File: src/rtl/nnet_acc_pkg.sv
// Shared definitions for the accumulate-and-requantize layer stages.
// Contents:
//   state_e  - control state encoding (ACCUM collects products, EMIT offers a result)
//   clog2    - ceiling log2 for elaboration-time sizing
//   sat_max / sat_min - signed saturation limits for an activation width
package nnet_acc_pkg;

    typedef enum logic [0:0] {
        ST_ACCUM = 1'b0,
        ST_EMIT  = 1'b1
    } state_e;

    // Ceiling log2; clog2(1) is 0, so callers needing a counter clamp to 1 bit.
    function automatic int clog2(input int value);
        int result;
        int rem;
        result = 0;
        rem    = value - 1;
        while (rem > 0) begin
            result = result + 1;
            rem    = rem >> 1;
        end
        return result;
    endfunction

    // Largest representable signed value of an out_width-bit activation.
    function automatic longint sat_max(input int out_width);
        return (64'sd1 <<< (out_width - 1)) - 64'sd1;
    endfunction

    // Smallest representable signed value of an out_width-bit activation.
    function automatic longint sat_min(input int out_width);
        return -(64'sd1 <<< (out_width - 1));
    endfunction

endpackage

File: src/rtl/nnet_acc_requant_if.sv
// Product-in / activation-out handshake bundle of the accumulate stage.
// Signals:
//   prod_data/prod_valid/prod_ready - signed product stream from the multiplier
//   bias                            - signed bias, used on the last product of a group
//   out_data/out_sat/out_valid/out_ready - activation stream to the buffer
// Modports: slave = the accumulate block, master = the upstream/downstream side.
interface nnet_acc_requant_if #(
    parameter int PROD_WIDTH = 32,
    parameter int OUT_WIDTH  = 8
) ();

    logic signed [PROD_WIDTH-1:0] prod_data;
    logic                         prod_valid;
    logic                         prod_ready;
    logic signed [PROD_WIDTH-1:0] bias;
    logic signed [OUT_WIDTH-1:0]  out_data;
    logic                         out_sat;
    logic                         out_valid;
    logic                         out_ready;

    modport slave (
        input  prod_data, prod_valid, bias, out_ready,
        output prod_ready, out_data, out_sat, out_valid
    );

    modport master (
        output prod_data, prod_valid, bias, out_ready,
        input  prod_ready, out_data, out_sat, out_valid
    );

endinterface

File: src/rtl/nnet_requant.sv
// Combinational requantizer: round half toward +inf, arithmetic right shift,
// optional ReLU, saturate to a signed activation.
// Ports:
//   sum_i  - signed wide sum (accumulator + bias)
//   data_o - signed activation
//   sat_o  - high when data_o was clamped to a saturation limit
module nnet_requant
    import nnet_acc_pkg::*;
#(
    parameter int IN_WIDTH  = 41,
    parameter int OUT_WIDTH = 8,
    parameter int SHIFT     = 12,
    parameter int RELU      = 1
) (
    input  logic signed [IN_WIDTH-1:0]  sum_i,
    output logic signed [OUT_WIDTH-1:0] data_o,
    output logic                        sat_o
);

    localparam logic signed [IN_WIDTH-1:0] ROUND_C = IN_WIDTH'(64'sd1 <<< (SHIFT - 1));
    localparam logic signed [IN_WIDTH-1:0] MAX_C   = IN_WIDTH'(sat_max(OUT_WIDTH));
    localparam logic signed [IN_WIDTH-1:0] MIN_C   = IN_WIDTH'(sat_min(OUT_WIDTH));

    logic signed [IN_WIDTH-1:0] rounded_s;
    logic signed [IN_WIDTH-1:0] shifted_s;

    // Adding half an LSB then flooring via >>> rounds ties toward +inf.
    assign rounded_s = sum_i + ROUND_C;
    assign shifted_s = rounded_s >>> SHIFT;

    // ReLU takes priority over the negative clamp, so a ReLU'd result never flags saturation.
    always_comb begin
        data_o = '0;
        sat_o  = 1'b0;
        if ((RELU != 0) && shifted_s[IN_WIDTH-1]) begin
            data_o = '0;
            sat_o  = 1'b0;
        end else if (shifted_s > MAX_C) begin
            data_o = MAX_C[OUT_WIDTH-1:0];
            sat_o  = 1'b1;
        end else if (shifted_s < MIN_C) begin
            data_o = MIN_C[OUT_WIDTH-1:0];
            sat_o  = 1'b1;
        end else begin
            data_o = shifted_s[OUT_WIDTH-1:0];
            sat_o  = 1'b0;
        end
    end

endmodule

File: src/rtl/nnet_acc_requant.sv
// Accumulate-and-requantize stage: sums N_IN signed products per output neuron,
// adds the bias on the last product, requantizes and offers one activation.
// Ports:
//   ap_clk   - clock, rising edge
//   ap_rst_n - asynchronous active-low reset
//   s_if     - product/bias input and activation output handshakes (slave side)
//   busy     - a group is partially accumulated or an activation is pending
module nnet_acc_requant
    import nnet_acc_pkg::*;
#(
    parameter int PROD_WIDTH = 32,
    parameter int ACC_WIDTH  = 40,
    parameter int OUT_WIDTH  = 8,
    parameter int N_IN       = 25,
    parameter int SHIFT      = 12,
    parameter int RELU       = 1
) (
    input  logic              ap_clk,
    input  logic              ap_rst_n,
    nnet_acc_requant_if.slave s_if,
    output logic              busy
);

    localparam int              CNT_W    = (clog2(N_IN) > 0) ? clog2(N_IN) : 1;
    localparam logic [CNT_W-1:0] LAST_CNT = CNT_W'(N_IN - 1);

    state_e                      state_q, state_d;
    logic signed [ACC_WIDTH-1:0] acc_q, acc_d;
    logic [CNT_W-1:0]            cnt_q, cnt_d;
    logic signed [OUT_WIDTH-1:0] out_data_q, out_data_d;
    logic                        out_sat_q, out_sat_d;
    // Low only while in reset, so prod_ready stays low until the first edge after release.
    logic                        live_q;

    logic                        prod_ready_s;
    logic                        hs_s;
    logic                        last_s;
    logic signed [ACC_WIDTH:0]   sum_s;
    logic signed [OUT_WIDTH-1:0] rq_data_s;
    logic                        rq_sat_s;

    assign prod_ready_s = live_q && (state_q == ST_ACCUM);
    assign hs_s         = s_if.prod_valid && prod_ready_s;
    assign last_s       = (cnt_q == LAST_CNT);
    // Final sum folds in the last product and the bias without touching acc_q first.
    assign sum_s        = (ACC_WIDTH+1)'(acc_q)
                        + (ACC_WIDTH+1)'(s_if.prod_data)
                        + (ACC_WIDTH+1)'(s_if.bias);

    nnet_requant #(
        .IN_WIDTH  (ACC_WIDTH + 1),
        .OUT_WIDTH (OUT_WIDTH),
        .SHIFT     (SHIFT),
        .RELU      (RELU)
    ) u_requant (
        .sum_i  (sum_s),
        .data_o (rq_data_s),
        .sat_o  (rq_sat_s)
    );

    // Next-state: accumulate on handshakes, latch the activation on the last one, wait in EMIT.
    always_comb begin
        state_d    = state_q;
        acc_d      = acc_q;
        cnt_d      = cnt_q;
        out_data_d = out_data_q;
        out_sat_d  = out_sat_q;
        case (state_q)
            ST_ACCUM: begin
                if (hs_s) begin
                    if (last_s) begin
                        out_data_d = rq_data_s;
                        out_sat_d  = rq_sat_s;
                        acc_d      = '0;
                        cnt_d      = '0;
                        state_d    = ST_EMIT;
                    end else begin
                        acc_d = acc_q + ACC_WIDTH'(s_if.prod_data);
                        cnt_d = cnt_q + CNT_W'(1'b1);
                    end
                end else begin
                    state_d = ST_ACCUM;
                end
            end
            ST_EMIT: begin
                if (s_if.out_ready) begin
                    state_d = ST_ACCUM;
                end else begin
                    state_d = ST_EMIT;
                end
            end
            default: begin
                state_d = ST_ACCUM;
                acc_d   = '0;
                cnt_d   = '0;
            end
        endcase
    end

    // State, accumulator and output registers.
    always_ff @(posedge ap_clk or negedge ap_rst_n) begin
        if (!ap_rst_n) begin
            state_q    <= ST_ACCUM;
            acc_q      <= '0;
            cnt_q      <= '0;
            out_data_q <= '0;
            out_sat_q  <= 1'b0;
            live_q     <= 1'b0;
        end else begin
            state_q    <= state_d;
            acc_q      <= acc_d;
            cnt_q      <= cnt_d;
            out_data_q <= out_data_d;
            out_sat_q  <= out_sat_d;
            live_q     <= 1'b1;
        end
    end

    assign s_if.prod_ready = prod_ready_s;
    assign s_if.out_valid  = (state_q == ST_EMIT);
    assign s_if.out_data   = out_data_q;
    assign s_if.out_sat    = out_sat_q;
    assign busy            = (cnt_q != '0) || (state_q == ST_EMIT);

endmodule

File: src/flat_wrapper.sv
// flat-port wrapper written by rule: the top's interface ports become plain ports
module nnet_acc_requant_flat import nnet_acc_pkg::*;
#(
    parameter int PROD_WIDTH = 32,
    parameter int ACC_WIDTH  = 40,
    parameter int OUT_WIDTH  = 8,
    parameter int N_IN       = 25,
    parameter int SHIFT      = 12,
    parameter int RELU       = 1
)
  (ap_clk, ap_rst_n, busy, s_if_prod_data, s_if_prod_valid, s_if_bias, s_if_out_ready, s_if_prod_ready, s_if_out_data, s_if_out_sat, s_if_out_valid);
  nnet_acc_requant_if #(.PROD_WIDTH(PROD_WIDTH), .OUT_WIDTH(OUT_WIDTH)) s_if_i ();
  input  logic ap_clk;
  input  logic ap_rst_n;
  output logic busy;
  input wire logic [$bits(s_if_i.prod_data)-1:0] s_if_prod_data;
  input wire logic [$bits(s_if_i.prod_valid)-1:0] s_if_prod_valid;
  input wire logic [$bits(s_if_i.bias)-1:0] s_if_bias;
  input wire logic [$bits(s_if_i.out_ready)-1:0] s_if_out_ready;
  output wire logic [$bits(s_if_i.prod_ready)-1:0] s_if_prod_ready;
  output wire logic [$bits(s_if_i.out_data)-1:0] s_if_out_data;
  output wire logic [$bits(s_if_i.out_sat)-1:0] s_if_out_sat;
  output wire logic [$bits(s_if_i.out_valid)-1:0] s_if_out_valid;
  assign s_if_i.prod_data = s_if_prod_data;
  assign s_if_i.prod_valid = s_if_prod_valid;
  assign s_if_i.bias = s_if_bias;
  assign s_if_i.out_ready = s_if_out_ready;
  assign s_if_prod_ready = s_if_i.prod_ready;
  assign s_if_out_data = s_if_i.out_data;
  assign s_if_out_sat = s_if_i.out_sat;
  assign s_if_out_valid = s_if_i.out_valid;
  nnet_acc_requant #(.PROD_WIDTH(PROD_WIDTH), .ACC_WIDTH(ACC_WIDTH), .OUT_WIDTH(OUT_WIDTH), .N_IN(N_IN), .SHIFT(SHIFT), .RELU(RELU)) u_core (.ap_clk(ap_clk), .ap_rst_n(ap_rst_n), .s_if(s_if_i), .busy(busy));
endmodule
File: config.mk
export PLATFORM = sky130hd
export DESIGN_NAME = nnet_acc_requant_flat
export DESIGN_NICKNAME = d
export VERILOG_FILES = /design/src/rtl/nnet_acc_pkg.sv /design/src/rtl/nnet_acc_requant_if.sv /design/src/rtl/nnet_requant.sv /design/src/rtl/nnet_acc_requant.sv /design/src/flat_wrapper.sv
export SDC_FILE = /design/constraint.sdc
export NUM_CORES = 1
export LEC_CHECK = 0
export ABC_AREA = 1
export CAP_MARGIN = 5
export CORE_AREA = 4 4 146 148
export DETAILED_ROUTE_END_ITERATION = 16
export DIE_AREA = 0 0 150 152
export HOLD_SLACK_MARGIN = 0.12
export PLACE_DENSITY = 0.69
export SLEW_MARGIN = 10
export SYNTH_ARGS = -nofsm -noshare
export SYNTH_HDL_FRONTEND = slang
export SYNTH_HIERARCHICAL = 1
export SYNTH_SLANG_ARGS = --single-unit
export TNS_END_PERCENT = 30
File: constraint.sdc
create_clock -name ap_clk -period 4.1 [get_ports ap_clk]
set_input_delay 1.025 -clock ap_clk [delete_from_list [all_inputs] [get_ports ap_clk]]
set_output_delay 1.025 -clock ap_clk [all_outputs]
set_load 0.005 [all_outputs]
==> results of run 1 <==
worst max path at each step:
stage	depth (start not counted)	to
6_report	26	u_core/s_if.out_data[6]
5_1_grt	28	u_core/s_if.out_data[1]
3_5_place_dp	27	u_core/s_if.out_data[6]
2_1_floorplan	29	u_core/s_if.out_data[1]
3_3_place_gp	23	u_core/s_if.out_data[4]
4_1_cts	28	u_core/s_if.out_data[6]
placed cells by master (no fill, tap or decap), drive strengths merged:
| cell | n |
|---|---|
| nand2 | 678 |
| buf | 292 |
| inv | 240 |
| nor2 | 194 |
| nand3 | 115 |
| a21oi | 93 |
| ha | 81 |
| o21ai | 63 |
| dfrtp | 56 |
| fa | 42 |
| clkbuf | 29 |
| nand4 | 21 |
| nor3 | 21 |
| dlygate4sd2 | 19 |
| clkdlybuf4s50 | 18 |
| xor2 | 14 |
| clkdlybuf4s15 | 9 |
| o21bai | 8 |
| nand3b | 7 |
| o21a | 6 |
| dlymetal6s2s | 5 |
| and2 | 5 |
| a21o | 4 |
| or2 | 3 |
| xnor2 | 3 |
| conb | 2 |
| clkinv | 2 |
| a21boi | 2 |
| nor4 | 2 |
| a31oi | 2 |
| o31ai | 1 |
| o211ai | 1 |
| a32o | 1 |
| o22ai | 1 |
| a31o | 1 |
routing by layer:
metal	vias up	routed length, µm
met5	-	11
met4	2	3510
met3	282	3950
met2	803	20100
met1	5989	16900
li1	6033	-
cell type report:
type,count,share of cell area (%)
Multi-Input combinational cell,1371,62.4
Tap cell,270,2.23
Timing Repair Buffer,366,19.2
Sequential cell,56,9.24
Clock buffer,6,0.915
Inverter,241,5.97
Clock inverter,1,0.0577
state kept, by name (all words and copies together) (netlist names):
register / count
u_core/acc_q: 40
u_core/s_if.out_data: 8
u_core/cnt_q: 5
u_core/live_q: 1
u_core/s_if.out_sat: 1
u_core/s_if.out_valid: 1
stage by stage:
| stage | area [µm²] | hold slack (ps) | setup slack (ps) | utilization (%) |
|---|---|---|---|---|
| 5_1_grt | 15200 | 517 | -675 | 75.7 |
| 4_1_cts | 14300 | 485 | -246 | 71.1 |
| 3_5_place_dp | 12600 | 463 | -1100 | 62.9 |
| 2_1_floorplan | 9990 | 465 | -15.0 | - |
| 3_3_place_gp | 12600 | 455 | -1070 | 62.9 |
| 6_report | 15200 | 485 | -586 | 75.7 |
critical path, cell delays in order:
cell	delay, ps
buf_4	130
fa_1	560
ha_4	360
nand2_4	90
nor2_2	160
nand3_1	330
nor2_1	230
nand2_1	90
nand3_2	150
xor2_4	250
nand2_4	110
nor2_4	160
nand2_1	80
nor2_1	130
buf_4	190
nand3_1	90
nand2_1	70
nand2_1	60
inv_1	40
nand2_1	50
nor2_2	140
nand2_2	80
nand2_4	110
nand2_1	70
nand2_1	60
nand2_1	50
what timing repair did:
item                                    4_1_cts  5_1_grt
pin swaps                                   164      179
endpoints found under the setup margin        8        8
buffers inserted                             50       35
resized for setup                           339      235
endpoints found under the hold margin         0        0
==> flow_summary_export.csv, run 1 <==
group,metric,value,unit
place,dp_hpwl,29000,µm
timing,fin_ws,-586,ps
min_path,holdPathEnd,"u_core/s_if.out_data[0]",
cells_and_area,nFillCells,1451,
min_path,holdCritPathClass,"reg2reg",
timing,timing.final.crit_share,114,%
synthesis,netlist_area,0.00982,mm²
grt,grt_usage,32.6,%
setup_path,cp-start-kind,"input port",
grt,grtUsageMet3,3.60,%
setup_path,worst-r2r-cell-count,25,
drt,avgRoutedWirePerCell,19.2,µm
floorplanning,die_y,152,µm
cts,cts_tree,"yes",
timing,final-setup-viol-count,8,
drt,route.detailed.drc,0,
floorplanning,start_util,49.0,%
cts,cts-root-buf,"clkbuf_16",
cts,cts_buffers,5,
timing,rsz0062_at_grt,"yes",
drt,wl,44400,µm
synthesis,syn_inst,1677,
floorplanning,die_w,150,µm
setup_path,r2r_start,"u_core/acc_q[11]",
floorplanning,io_pins,80,
timing,min_period,4690,ps
setup_path,crit_path_end_kind,"register",
grt,grt.overflow.total,0,
place,io_buffer_count,79,
floorplanning,rows,52,
grt,met1_usage,41.5,%
timing,worst_pin_slew,574,ps
cts,clock_path_buffers,2,
cts,clkLatencyLatePin,310,ps
grt,grt_first_pass_wirelength,59800,µm
cells_and_area,antenna-diode-count,0,
setup_path,reg2reg_to,"u_core/s_if.out_data[6]",
drt,first_pass_iters,6,
synthesis,synth_fp_nets,1868,
cells_and_area,final_cells,2311,
cells_and_area,nets,2232,
timing,skew,5.94,ps
timing,timing.fmax,213,MHz
timing,finalMaxSlewViolations,0,
synthesis,yosysWarnings,6,
cells_and_area,drive_gt1_share,34.2,%
place,gp_congestion,0.985,
drt,dr.first_iter.drc_count,1248,
cts,clkSinkCount,56,
grt,grt_pass1_vias,11890,
cells_and_area,multi_input_area,0.00947,mm²
timing,final-hold-violation-count,0,
run_status,outcome,"finished with violations",
setup_path,crit_required,4300,ps
setup_path,r2r_setup_slack,-220,ps
min_path,worstHoldStart,"u_core/s_if.out_data[0]",
timing,tns,-4420,ps
flow_run,cap_violations,0,
floorplanning,core,0.0200,mm²
setup_path,path_class,"in2reg",
drt,via_per_inst,5.67,
run_status,violations,"negative setup slack",
synthesis,syn_avg_cell_area,5.85,µm²
setup_path,crit_start,"s_if_prod_data[10]",
grt,grt_max_degree,44,
place,dp_cells,2218,
grt,top_usage_layer,"met2",
floorplanning,die_area,0.0228,mm²
min_path,hold_depth,2,
setup_path,critPathMaxFanout,7,
cells_and_area,seqCellArea,0.00140,mm²
timing,slew_headroom,61.7,%
drt,vias,13109,
cells_and_area,syn_to_final_growth,54.6,%
grt,use_met2,55.7,%
grt,antenna_found_initial,1,
drt,ant_nets,0,
setup_path,crit_arrival,4890,ps
cts,cts_hold_buffers,0,
cts,cts_htree_levels,2,
cts,path_clk_slew,80,ps
Power of run 1 is left out: the tool's default activity adds up to more than one toggle a clock period on the data nets, which glitch-free logic cannot reach.
==> run 2: changes to the inputs <==
--- a/config.mk
+++ b/config.mk
@@ -10,7 +10,6 @@
 export CORE_AREA = 4 4 146 148
 export DETAILED_ROUTE_END_ITERATION = 16
 export DIE_AREA = 0 0 150 152
-export HOLD_SLACK_MARGIN = 0.12
 export PLACE_DENSITY = 0.69
 export SLEW_MARGIN = 10
 export SYNTH_ARGS = -nofsm -noshare
==> results of run 2 <==
No change in the layout: final DEF, timing and power equal those of run 1.
Power of run 2 is left out for the same reason.
==> run 3: changes to the inputs <==
--- a/config.mk
+++ b/config.mk
@@ -7,10 +7,9 @@
 export LEC_CHECK = 0
 export ABC_AREA = 1
 export CAP_MARGIN = 5
-export CORE_AREA = 4 4 146 148
+export CORE_AREA = 4 4 163 165
 export DETAILED_ROUTE_END_ITERATION = 16
-export DIE_AREA = 0 0 150 152
-export PLACE_DENSITY = 0.69
+export DIE_AREA = 0 0 167 169
 export SLEW_MARGIN = 10
 export SYNTH_ARGS = -nofsm -noshare
 export SYNTH_HDL_FRONTEND = slang
==> run 3 against run 2 <==
Net effect: critical path type unchanged; clock-buffer cell count up 1; clock skew up 7.1 ps; the flow still finishes with violations (negative setup slack); cell area up 1.2%; first-iteration DRC count down 24%; final cell count up 2.8%; sequential share of layout area down 0.11 points; global-route usage down 6.9 points; worst hold slack worse by 8.5 ps.
==> flow_summary_export.csv, run 3 (same netlist as run 1, synthesis figures left out) <==
group,metric,value,unit
cts,clkSinkCount,56,
timing,final-hold-violation-count,0,
cells_and_area,drive_gt1_share,35.0,%
floorplanning,io_pins,80,
setup_path,cp_num_buf_inv,2,
timing,min_period,4440,ps
drt,route.detailed.drc,0,
setup_path,path_class,"in2reg",
timing,worst_pin_slew,786,ps
setup_path,crit_arrival,4650,ps
cts,cts_tree,"yes",
timing,timing.fmax,225,MHz
timing,timing.final.crit_share,108,%
floorplanning,die_area,0.0282,mm²
grt,antenna_found_initial,1,
cells_and_area,layout_commonest_cell,"nand2_1",
place,gp_congestion,0.970,
grt,grt_max_degree,44,
grt,grt_first_pass_wirelength,58500,µm
drt,avgRoutedWirePerCell,16.6,µm
cells_and_area,syn_to_final_growth,56.4,%
flow_run,cap_violations,0,
timing,slew_headroom,47.6,%
cells_and_area,final_cell_mix,"550 x nand2_1, 260 x buf_4, 223 x inv_1",
grt,grt_pass1_vias,11696,
drt,vias,12190,
timing,skew,13.0,ps
drt,ant_nets,0,
cts,path_clk_slew,70,ps
place,dp_hpwl,30400,µm
cells_and_area,nets,2235,
timing,tns,-2620,ps
floorplanning,die_w,167,µm
floorplanning,start_util,39.2,%
grt,grt.overflow.total,0,
min_path,holdCritPathClass,"reg2reg",
cts,clock_path_buffers,2,
setup_path,crit_required,4310,ps
setup_path,cp_slowest_cell,"fa_1",
place,io_buffer_count,79,
setup_path,critical_path.max_stage_delay,590,ps
cells_and_area,largest-register,"u_core/acc_q",
drt,wl,39500,µm
cts,cts-root-buf,"clkbuf_16",
grt,grt_usage,25.8,%
floorplanning,rows,58,
setup_path,crit_family,"simple AND/OR/NAND/NOR gates",
drt,dr.first_iter.drc_count,947,
setup_path,crit_path_end_kind,"register",
run_status,violations,"negative setup slack",
setup_path,cpMostUsedCell,"nand2_1",
cts,cts_htree_levels,2,
cts,clkLatencyLatePin,320,ps
drt,first_pass_iters,7,
cts,cts_hold_buffers,0,
drt,via_per_inst,5.13,
floorplanning,core,0.0250,mm²
timing,final-setup-viol-count,8,
setup_path,cp-start-kind,"input port",
cells_and_area,largest_reg_flops,40,
timing,fin_ws,-345,ps
run_status,outcome,"finished with violations",
cts,cts_buffers,5,
setup_path,critPathMaxFanout,7,
timing,finalMaxSlewViolations,0,
floorplanning,die_y,169,µm
timing,rsz0062_at_grt,"yes",
-- run 3: cell types whose count changed in the layout (fill, tap and decap cells not counted), moves of 4 or more --
cell             change
buf_2               +11
ha_4                 +4
buf_6                +9
a21oi_4              +7
a21oi_1              -4
ha_1                 -4
o21ai_4              +4
clkbuf_2             -4
clkdlybuf4s15_1      -5
nand3_2              +6
nor3_2               -4
buf_4                -9
-- run 3: stage by stage --
stage               std cells  area, µm²  worst slack [ps]  util [%]  hold WS (ps)
floorplan                1677       9990             -15.0         -           465
global placement         2297      12800             -1090      51.2           458
finish                   2376      15400              -345      61.3           476
global route             2376      15400              -577      61.3           499
CTS                      2354      14500              -250      57.8           483
detailed placement       2297      12800             -1150      51.2           461
-- run 3: area by class of cell --
| class | count | area [µm²] |
|---|---|---|
| clock buffer | 7 | 133 |
| tap | 330 | 413 |
| timing repair buffer | 369 | 2940 |
| multi-input combinational | 1371 | 9550 |
| clock inverter | 1 | 8.76 |
| antenna | 1 | 2.50 |
| inverter | 241 | 907 |
| fill | 2202 | 9680 |
| sequential | 56 | 1400 |
-- run 3: worst paths after layout --
kind | startpoint | to | slack, ps | cells after the start
setup reg to reg | u_core/acc_q[12] | u_core/s_if.out_data[2] | 60 | 27
max in group asynchronous | ap_rst_n | u_core/s_if.out_data[3] | 2430 | 2
hold reg to reg | u_core/s_if.out_data[7] | u_core/s_if.out_data[7] | 480 | 2
hold / removal | u_core/s_if.out_data[7] | u_core/s_if.out_data[7] | 480 | 2
setup / recovery | s_if_prod_data[13] | u_core/s_if.out_data[2] | -340 | 26
min in group asynchronous | ap_rst_n | u_core/acc_q[5] | 780 | 1
-- run 3: per-layer routing --
layer / part of all wire (%) / track usage (%) / vias to the layer above
met5: 0 / 0 / -
met4: 4.7 / 9.82 / 0
met3: 3.9 / 2.15 / 104
met2: 49 / 46.7 / 359
met1: 42 / 31.9 / 5683
li1: - / - / 6044
-- run 3: timing repair --
item,4_1_cts,5_1_grt
pin swaps,194,196
endpoints found under the hold margin,0,0
gates resized for setup,382,234
setup endpoints to repair,8,8
setup buffers,49,21
-- run 3: worst reg2reg max path: cells and delay by family (launching register included) --
kind | cells | cell delay, ps
fa+ha+maj | 2 | 810
compound gates | 1 | 190
simple gates | 21 | 2160
flops | 1 | 470
buf+inv | 3 | 320
Power of run 3 is left out for the same reason.
